$ cat src/rtl/fetch_inst_queue_pkg.sv
// Shared types and constants for the fetch-to-decode instruction queue.
package fetch_inst_queue_pkg;

    localparam int AddrWidth = 32;
    localparam int DataWidth = 32;
    localparam int IqDepth   = 4;

    // Pointers carry one extra wrap bit above the index bits.
    function automatic int ptr_width(input int depth);
        return $clog2(depth) + 1;
    endfunction

    localparam int IqPtrW = ptr_width(IqDepth);

    typedef struct packed {
        logic [AddrWidth-1:0] pc;
        logic [DataWidth-1:0] inst;
    } iq_entry_t;

endpackage

$ cat src/rtl/fetch_inst_queue_if.sv
// Handshake bundle between fetch, the instruction queue and decode.
interface fetch_inst_queue_if #(
    parameter int ADDR = 32,
    parameter int DATA = 32
);
    logic            flush;
    logic            ic_e_;
    logic [ADDR-1:0] ic_pc;
    logic [DATA-1:0] ic_inst;
    logic            fetch_stall;
    logic            dec_e_;
    logic [ADDR-1:0] dec_pc;
    logic [DATA-1:0] dec_inst;
    logic            dec_busy;

    modport master (
        output flush, ic_e_, ic_pc, ic_inst, dec_busy,
        input  fetch_stall, dec_e_, dec_pc, dec_inst
    );

    modport slave (
        input  flush, ic_e_, ic_pc, ic_inst, dec_busy,
        output fetch_stall, dec_e_, dec_pc, dec_inst
    );
endinterface

$ cat src/rtl/fetch_iq_ram.sv
// DEPTH x W register file: one write port, one asynchronous read port,
// cleared on reset so the read data is never X.
module fetch_iq_ram #(
    parameter int W     = 64,
    parameter int DEPTH = 4,
    parameter int IdxW  = $clog2(DEPTH)
) (
    input  logic            clk,
    input  logic            reset,
    input  logic            we,
    input  logic [IdxW-1:0] waddr,
    input  logic [W-1:0]    wdata,
    input  logic [IdxW-1:0] raddr,
    output logic [W-1:0]    rdata
);
    logic [W-1:0]     mem_q [DEPTH];
    logic [W-1:0]     mem_d [DEPTH];
    logic [DEPTH-1:0] wsel;

    for (genvar gi = 0; gi < DEPTH; gi++) begin : g_wsel
        assign wsel[gi] = we && (waddr == IdxW'(gi));
    end

    always_comb begin
        for (int i = 0; i < DEPTH; i++) begin
            mem_d[i] = wsel[i] ? wdata : mem_q[i];
        end
    end

    always_ff @(posedge clk) begin
        if (reset) begin
            for (int i = 0; i < DEPTH; i++) begin
                mem_q[i] <= '0;
            end
        end else begin
            for (int i = 0; i < DEPTH; i++) begin
                mem_q[i] <= mem_d[i];
            end
        end
    end

    assign rdata = mem_q[raddr];

endmodule

$ cat src/rtl/fetch_inst_queue.sv
// In-order {pc, inst} FIFO between the I-cache and decode; back-pressure from
// decode becomes fetch_stall, and flush empties the queue in one cycle.
module fetch_inst_queue
    import fetch_inst_queue_pkg::*;
#(
    parameter int ADDR  = AddrWidth,
    parameter int DATA  = DataWidth,
    parameter int DEPTH = IqDepth
) (
    input  logic               clk,
    input  logic               reset,
    fetch_inst_queue_if.slave  bus
);
    localparam int IdxW = $clog2(DEPTH);
    localparam int PtrW = ptr_width(DEPTH);
    localparam int EntW = ADDR + DATA;

    logic [PtrW-1:0] wp_q, wp_d;
    logic [PtrW-1:0] rp_q, rp_d;
    logic [PtrW-1:0] cnt;
    logic            empty;
    logic            full;
    logic            push;
    logic            pop;
    logic [EntW-1:0] rd_entry;

    // Full/empty come only from registered pointers, so no input reaches an output.
    always_comb begin
        cnt   = wp_q - rp_q;
        empty = (wp_q == rp_q);
        full  = (wp_q[IdxW-1:0] == rp_q[IdxW-1:0]) && (wp_q[IdxW] != rp_q[IdxW]);
        push  = !bus.ic_e_ && !full && !bus.flush;
        pop   = !empty && !bus.dec_busy && !bus.flush;
        wp_d  = wp_q;
        rp_d  = rp_q;
        if (bus.flush) begin
            wp_d = '0;
            rp_d = '0;
        end else begin
            if (push) wp_d = wp_q + PtrW'(1);
            if (pop)  rp_d = rp_q + PtrW'(1);
        end
    end

    always_ff @(posedge clk) begin
        if (reset) begin
            wp_q <= '0;
            rp_q <= '0;
        end else begin
            wp_q <= wp_d;
            rp_q <= rp_d;
        end
    end

    fetch_iq_ram #(
        .W     (EntW),
        .DEPTH (DEPTH),
        .IdxW  (IdxW)
    ) u_ram (
        .clk   (clk),
        .reset (reset),
        .we    (push),
        .waddr (wp_q[IdxW-1:0]),
        .wdata ({bus.ic_pc, bus.ic_inst}),
        .raddr (rp_q[IdxW-1:0]),
        .rdata (rd_entry)
    );

    assign bus.dec_e_      = empty;
    assign bus.fetch_stall = (cnt == PtrW'(DEPTH));
    assign bus.dec_pc      = rd_entry[EntW-1:DATA];
    assign bus.dec_inst    = rd_entry[DATA-1:0];

endmodule

$ cat src/flat_wrapper.sv
// flat-port wrapper written by rule: the top's interface ports become plain ports
module fetch_inst_queue_flat import fetch_inst_queue_pkg::*;
#(
    parameter int ADDR  = AddrWidth,
    parameter int DATA  = DataWidth,
    parameter int DEPTH = IqDepth
)
  (clk, reset, bus_flush, bus_ic_e_, bus_ic_pc, bus_ic_inst, bus_dec_busy, bus_fetch_stall, bus_dec_e_, bus_dec_pc, bus_dec_inst);
  fetch_inst_queue_if #(.ADDR(ADDR), .DATA(DATA)) bus_i ();
  input  logic clk;
  input  logic reset;
  input wire logic [$bits(bus_i.flush)-1:0] bus_flush;
  input wire logic [$bits(bus_i.ic_e_)-1:0] bus_ic_e_;
  input wire logic [$bits(bus_i.ic_pc)-1:0] bus_ic_pc;
  input wire logic [$bits(bus_i.ic_inst)-1:0] bus_ic_inst;
  input wire logic [$bits(bus_i.dec_busy)-1:0] bus_dec_busy;
  output wire logic [$bits(bus_i.fetch_stall)-1:0] bus_fetch_stall;
  output wire logic [$bits(bus_i.dec_e_)-1:0] bus_dec_e_;
  output wire logic [$bits(bus_i.dec_pc)-1:0] bus_dec_pc;
  output wire logic [$bits(bus_i.dec_inst)-1:0] bus_dec_inst;
  assign bus_i.flush = bus_flush;
  assign bus_i.ic_e_ = bus_ic_e_;
  assign bus_i.ic_pc = bus_ic_pc;
  assign bus_i.ic_inst = bus_ic_inst;
  assign bus_i.dec_busy = bus_dec_busy;
  assign bus_fetch_stall = bus_i.fetch_stall;
  assign bus_dec_e_ = bus_i.dec_e_;
  assign bus_dec_pc = bus_i.dec_pc;
  assign bus_dec_inst = bus_i.dec_inst;
  fetch_inst_queue #(.ADDR(ADDR), .DATA(DATA), .DEPTH(DEPTH)) u_core (.clk(clk), .reset(reset), .bus(bus_i));
endmodule
$ cat config.mk
export PLATFORM = sky130hd
export DESIGN_NAME = fetch_inst_queue_flat
export DESIGN_NICKNAME = d
export VERILOG_FILES = /design/src/rtl/fetch_inst_queue_pkg.sv /design/src/rtl/fetch_inst_queue_if.sv /design/src/rtl/fetch_iq_ram.sv /design/src/rtl/fetch_inst_queue.sv /design/src/flat_wrapper.sv
export SDC_FILE = /design/constraint.sdc
export NUM_CORES = 1
export LEC_CHECK = 0
export CAP_MARGIN = 20
export CORE_MARGIN = 4
export CORE_UTILIZATION = 45
export DETAILED_ROUTE_END_ITERATION = 8
export GPL_TIMING_DRIVEN = 0
export PLACE_DENSITY = 0.73
export SLEW_MARGIN = 10
export SYNTH_ARGS = -nofsm -noshare
export SYNTH_HDL_FRONTEND = slang
export SYNTH_HIERARCHICAL = 1
export SYNTH_SLANG_ARGS = --single-unit
$ cat constraint.sdc
create_clock -name clk -period 5.3 [get_ports clk]
set_input_delay 1.325 -clock clk [delete_from_list [all_inputs] [get_ports clk]]
set_output_delay 1.325 -clock clk [all_outputs]
set_load 0.02 [all_outputs]
# --- Word level (Yosys, flattened, before mapping) ---
# Memories as Yosys holds them, arrays and structs flattened. A register that Yosys moved wholly into a read port is not among the register bits.
# Index checks and enable logic that the tools add are counted.
totals:
  regBits: 6
  mem_bits_rw: 256
  output_inout_bits: 66
  word_cells: 54
  memories: 1
mem_list:
  columns: ["name", "words", "width", "rd", "rd_clocked_by_memory_dff", "write_ports", "line", "source"]
  rows:
  - ["u_core.u_ram.mem_q", 4, 64, 1, 1, 4, "fetch_iq_ram.sv:16", "logic [W-1:0] mem_q [DEPTH];"]
op_classes:
  addsub: 3
  n_eq_ne: 11
  muxes: 13
  bitwise_logic: 4
  reduce_logical: 20
op_table:
  columns: ["operator", "count"]
  rows:
  - ["64-bit 2-to-1 mux", 8]
  - ["1-bit logical AND", 9]
  - ["2-bit AND reduction", 4]
  - ["3-bit by 1-bit adder with 3-bit output (second input constant)", 2]
  - ["1-bit logical NOT", 5]
  - ["2-bit equality test (second input constant)", 2]
  - ["2-bit 2-to-1 mux", 2]
  - ["1-bit inequality test (second input constant)", 4]
  - ["1-bit bitwise OR", 4]
  - ["3-bit equality test", 1]
  - ["3-bit equality test (second input constant)", 1]
  - ["1-bit 2-to-1 mux", 3]
  - ["3-bit subtractor", 1]
  - ["2-bit by 1-bit equality test with 1-bit output (second input constant)", 1]
  - ["2-bit equality test", 1]
  - ["2-bit logical NOT", 1]
  - ["2-bit OR reduction", 1]
  - ["1-bit inequality test", 1]

# --- Logic depth before layout (Yosys ltp) ---
# Gate-level depths: netlist of the first run.
depth:
  word_depth: 9
  mapped_depth: 8

# --- Modules after synthesis ---
# Netlist of the first run, hierarchy kept.
modules_own_cells:
  columns: ["mod", "n_inst", "cells_each", "area_each_um2", "seq_area_each_um2"]
  rows:
  - ["fetch_iq_ram", 1, 705, 10996.8, 7687.4]
  - ["fetch_inst_queue", 1, 48, 415.4, 120.1]

# --- Least setup slack after synthesis of the first run ---
# OpenSTA, ideal clock, no wires.
synth_timing:
  path_type: "input to register"
  startpoint: "input bus_flush"
  endpoint: "memory u_core.u_ram.mem_q[3][0], enable pin"
  setup_ps: 499
  arrival_ps: 5106
  required_time_ps: 4801
  setup_slack_ps: -306
  path_stages: 6
  n_path_buf: 2
  path_cell_list: "nor2_1 o21a_1 buf_2 buf_2 inv_1 o21bai_1"
synth_rtl:
  columns: ["item", "line", "source"]
  rows:
  - ["start, declared", "flat_wrapper.sv:12", "input wire logic [$bits(bus_i.flush)-1:0] bus_flush;"]
  - ["end, declared", "fetch_iq_ram.sv:16", null]

==> impl_metrics.yaml, run 1 <==
run_status:
  status: "finished, final reports clean"
cells_and_area:
  nFillCells: 1997
  area_growth_pct: 25.2
  antenna_cells: 0
  fin_cells: 1277
  drive_gt1_share_pct: 16.3
  mostFrequentLayoutCells: "nor2_1, edfxtp_1, clkdlybuf4s50_1"
  multiInputGateArea_sq_mm: 0.00328
  seq_area_sq_mm: 0.00781
  nets: 1001
  mostFrequentLayoutCell: "nor2_1"
logic_synthesis:
  yosysTopAreaCell: "edfxtp_1"
  syn-num-nets: 827
  yosys_warnings: 6
  ys_ff_latch: 262
  ys.flop_type: "edfxtp_1"
  yosysSeqAreaShare_pct: 68.4
  synthTopCellsByArea: "edfxtp_1, mux4_2, nor2_1, nand3b_1, buf_2"
  avgSynthCellArea_sq_um: 15.2
  syn_area_sq_mm: 0.0114
  synth_top_area_share_pct: 67.4
  synthArstFlopShare_pct: 0
  ys_types: 30
  synthCells: 753
  synth_edf_count: 256
hold_path:
  hold_depth: 2
  min_to: "u_core/rp_q[2]"
  worstHoldStart: "u_core/rp_q[2]"
  worstHoldPathType: "reg2reg"
global_route:
  grt_overflow: 0
  grt_pass1_wl_mm: 40.5
  grt_max_degree: 26
  grt_usage_pct: 18.5
  grt_pass1_vias: 7169
  antenna_found_initial: 0
critical_path:
  reg2reg_from: "u_core/wp_q[0]"
  arrival_ns: 4.25
  critPathKind: "in2reg"
  slowest_delay_ns: 0.64
  worst_path_most_repeated_cell: "buf_2"
  worstSetupEndpointType: "register"
  cp.required_ns: 5.53
  r2r_cells: 10
  crit_path_max_fanout: 21
  startpoint_type: "input pin"
  cp_slowest_cell: "o21bai_4"
  path_cells: "clkdlybuf4s50_1 -> nor2_1 -> o21a_1 -> buf_2 -> buf_2 -> inv_1 -> o21bai_4 -> buf_12 -> buf_16"
  r2r_slack_ns: 1.82
  timing.rr.end: "u_core/u_ram/mem_q[2][55]"
cts:
  root_buffer: "clkbuf_16"
  htree_levels: 1
  worstSkewPairLatency_ns: 0.52
  cts_num_sinks: 262
  cts_buffer_depth: 3
  clk_pin_slew_ns: 0.06
  cts_tree: "built"
  cts_buffers: 27
  post-cts-setup-buffer-count: 0
  ctsHoldBuffers: 0
  cts_resized: 0
die:
  die_w_um: 167
  die_h_um: 167
  io_pins: 135
  start_util_pct: 45.6
  rows: 58
  core_sq_mm: 0.0250
  die_area_sq_mm: 0.0280
routing:
  wirelength_mm: 26.1
  vias_per_cell: 5.39
  vias: 6879
  drtIter0Drc: 541
  drc: 0
  dr.pass1.iters: 5
  drtAntennaViolNets: 0
  wl_per_cell_um: 20.4
sta:
  fmax_mhz: 249
  fin_ws_ns: 1.28
  relSlewSlack_pct: 40.6
  finalSetupViolCount: 0
  finalCritPeriodShare_pct: 75.9
  tns_ns: 0
  hold_viol_final: 0
  hold-worst-slack_ns: 0.515
  rsz0062_at_grt: "no"
  worst_pin_slew_ns: 0.888
  min_period_ns: 4.02
  finalClockSkew_ns: 0.0157
  slew_violations: 0
placement:
  hpwl_mm: 17.1
  portBuffers: 134
  dp_cells: 1228
  place_congestion: 0.744
  preCtsSetupSlack_ns: 0.734
power:
  power.density_mw_per_mm2: 315
  leakagePower_nw: 4.89
  ir_drop_v: 0.000174
flow_run:
  cap_viol_max_count: 0
area by class of cell:
class                           count  share of cell area (%)
Inverter                            4                   0.105
Timing Repair Buffer              145                    11.2
Clock buffer                       29                    4.78
Buffer                             56                    2.49
Tap cell                          330                    2.89
Multi-Input combinational cell    431                    23.0
Sequential cell                   262                    54.7
Clock inverter                     20                   0.859
worst max-delay path by stage:
stage               depth (start not counted)                         to      start
finish                                      9  u_core/u_ram/mem_q[2][55]  bus_flush
detailed placement                          9  u_core/u_ram/mem_q[2][55]  bus_flush
floorplan                                   6   u_core/u_ram/mem_q[3][0]  bus_flush
global route                                9  u_core/u_ram/mem_q[2][57]  bus_flush
global placement                            7   u_core/u_ram/mem_q[1][9]  bus_flush
CTS                                         9  u_core/u_ram/mem_q[2][54]  bus_flush
registers in the layout (all words and copies together), names as in the netlist:
name / flops
u_core/u_ram/mem_q: 256
u_core/wp_q: 3
u_core/rp_q: 3
Yosys cell counts, types with 2 or more instances:
cell / number
o211ai_1: 4
ha_1: 4
o21ai_0: 3
xnor2_1: 2
buf_2: 31
clkbuf_1: 14
buf_12: 6
a31oi_1: 2
dfxtp_1: 6
mux2i_1: 4
nand3b_1: 64
nand2b_1: 2
nand2_1: 7
or3_1: 4
mux4_1: 4
o21bai_1: 4
inv_1: 4
mux4_2: 60
nor2_1: 260
edfxtp_1: 256
buf_1: 3
per-layer routing:
metal	wire (um)	share of wire (%)	up-vias	global-route usage, %
li1	-	-	3150	-
met1	10400	40	3430	24.3
met2	13300	51	253	32.6
met3	1830	7.0	46	3.07
met4	563	2.2	0	4.66
met5	0	0	-	0
kinds of logic (layout without fill, tap and decap cells):
family	Yosys count	count (layout)	synth area share (%)
xor gates and xnor gates	3	3	0.230
buffers and inverters	60	254	3.25
adders and majority gates	5	5	0.614
and+or+nand+nor	341	341	13.6
muxes	68	68	13.1
AOI/OAI and AO/OA	14	14	0.833
DFF	262	262	68.4
worst max-delay path: cells and delay by family:
family | cells | cell delay [ns]
buf+inv | 6 | 1.82
compound gates | 2 | 0.84
simple gates | 1 | 0.24
stage by stage:
stage / cell area [sq um] / total power [mW] / util, %
floorplan: 11400 / 2.60 / -
global placement: 13200 / 2.80 / 52.6
detailed placement: 13500 / 2.81 / 53.8
CTS: 14300 / 4.54 / 57.0
global route: 14300 / 4.65 / 57.0
finish: 14300 / 4.50 / 57.0
power by group:
part	leakage [nW]	internal [mW]	switching [mW]	total, mW
combinational	1.78	0.186	0.202	0.388
clock	0.396	0.976	0.761	1.74
sequential	2.72	2.36	0.0206	2.38
Power figures use the tool's default switching activity.
==> inputs of run 2 (changes only) <==
PLACE_DENSITY = 0.7   (was 0.73)
clock period = 4.1 ns   (was 5.3 ns; I/O delays follow)
==> run 2 against run 1 <==
Net effect:
- total power is 29% higher
- wire length is 0.91% lower
- clock-buffer cell count is 6 higher
- register-to-register slack worse by 1.1 ns
- global-route usage is 0.26 points lower
- combinational power is 30% higher
- hold slack hardly changed
- sequential share of layout area is 0.077 points lower
- design area is 0.14% higher
- first-iteration DRC count is 20% lower
- die area stayed put
- clock power is 28% higher
- largest power group unchanged
==> impl_metrics.yaml, run 2 (same netlist as run 1, synthesis figures left out) <==
run_status:
  status: "finished, final reports clean"
sta:
  finalSetupViolCount: 0
  rsz0062_at_grt: "no"
  finalClockSkew_ns: 0.0122
  min_period_ns: 3.61
  relSlewSlack_pct: 59.7
  fin_ws_ns: 0.495
  fmax_mhz: 277
  worst_pin_slew_ns: 0.603
  slew_violations: 0
  finalCritPeriodShare_pct: 87.9
  hold_viol_final: 0
placement:
  place_congestion: 0.739
  dp_cells: 1229
  preCtsSetupSlack_ns: -0.0476
  portBuffers: 134
  hpwl_mm: 16.9
cts:
  worstSkewPairLatency_ns: 0.52
  cts_tree: "built"
  clk_pin_slew_ns: 0.06
  cts_resized: 0
  cts_num_sinks: 262
  cts_buffers: 27
  post-cts-setup-buffer-count: 0
  root_buffer: "clkbuf_16"
  cts_buffer_depth: 3
  htree_levels: 1
  ctsHoldBuffers: 0
routing:
  drc: 0
  wl_per_cell_um: 20.3
  vias: 6786
  vias_per_cell: 5.31
  drtAntennaViolNets: 0
  drtIter0Drc: 432
  wirelength_mm: 25.9
  dr.pass1.iters: 5
critical_path:
  worstSetupEndpointType: "output pin"
  critPathKind: "reg2out"
  startpoint_type: "register"
  arrival_ns: 2.58
  cp.required_ns: 3.07
  crit_path_max_fanout: 10
die:
  core_sq_mm: 0.0250
  io_pins: 135
  die_w_um: 167
  rows: 58
  start_util_pct: 45.6
  die_h_um: 167
  die_area_sq_mm: 0.0280
cells_and_area:
  antenna_cells: 0
  mostFrequentLayoutCells: "nor2_1, edfxtp_1, clkdlybuf4s50_1"
  max_flop_register: "u_core/u_ram/mem_q"
  fin_util_pct: 57.1
  mostFrequentLayoutCell: "nor2_1"
  largest_register_ff_count: 256
  nFillCells: 1992
  area_growth_pct: 25.3
  fin_cells: 1277
  nets: 1002
  reg.largest.list: "u_core/u_ram/mem_q (256), u_core/rp_q (3), u_core/wp_q (3)"
  drive_gt1_share_pct: 16.2
flow_run:
  cap_viol_max_count: 0
global_route:
  antenna_found_initial: 0
  grt_max_degree: 27
  grt_pass1_vias: 7022
  grt_pass1_wl_mm: 39.6
  grt_usage_pct: 18.3
  grt_overflow: 0
hold_path:
  worstHoldPathType: "reg2reg"
power:
  power.density_mw_per_mm2: 406
  leakagePower_nw: 4.89
  ir_drop_v: 0.000280
run 2: cell count changes in the layout (fill, tap and decap cells not counted), sizes merged:
cell and delta:
buf +1, clkinvlp +1, clkbuf +6, clkinv -7, inv -1
run 2: area by class of cell:
cell class	count	area, sq um	area share (%)
plain buffers	56	355	2.48
clock buffers	35	706	4.93
clock inverters	13	92.6	0.647
inverters	4	15.0	0.105
multi-input cells	431	3280	22.9
flip-flops and latches	262	7810	54.6
well taps	330	413	2.89
repair buffers	146	1630	11.4
run 2: where the power goes:
part | leakage (nW) | internal [mW] | switching [mW]
combinational | 1.79 | 0.243 | 0.262
sequential | 2.72 | 3.05 | 0.0263
clock | 0.383 | 1.27 | 0.950
run 2: metal layers:
layer,wire length (um),global-route usage [%],vias to the layer above
met4,354,3.49,0
met5,0,0,-
met2,13400,32.7,223
li1,-,-,3149
met3,1580,2.71,25
met1,10500,24.2,3389
run 2: per-stage QoR:
step / setup TNS [ns] / instance area, sq um / hold slack (ns) / power [mW]
2_1_floorplan: -308.63 / 11400 / 0.482 / 3.36
3_3_place_gp: -1140.47 / 13200 / 0.501 / 3.62
3_5_place_dp: -0.703 / 13500 / 0.507 / 3.64
4_1_cts: 0 / 14300 / 0.516 / 5.85
5_1_grt: 0 / 14300 / 0.568 / 5.99
6_report: 0 / 14300 / 0.515 / 5.80
run 2: worst max-delay path, stage by stage, from the launching register on:
cell,delay (ns)
dfxtp_1,0.42
clkbuf_2,0.34
buf_2,0.36
mux4_2,0.39
clkdlybuf4s50_1,0.56
run 2: path summary, 6_finish.rpt:
path | startpoint | endpoint | slack, ns | cells after the start
setup / recovery | u_core/rp_q[1] | bus_dec_pc[11] | 0.49 | 4
hold / removal | u_core/rp_q[2] | u_core/rp_q[2] | 0.52 | 2
setup reg to reg | u_core/wp_q[0] | u_core/u_ram/mem_q[0][0] | 0.75 | 10
hold reg to reg | u_core/rp_q[2] | u_core/rp_q[2] | 0.52 | 2
==> inputs of run 3 (changes only) <==
ABC_CLOCK_PERIOD_IN_PS = 4100   (was not set)
==> results of run 3 <==
Final layout, timing and power as in run 2 (identical DEF).
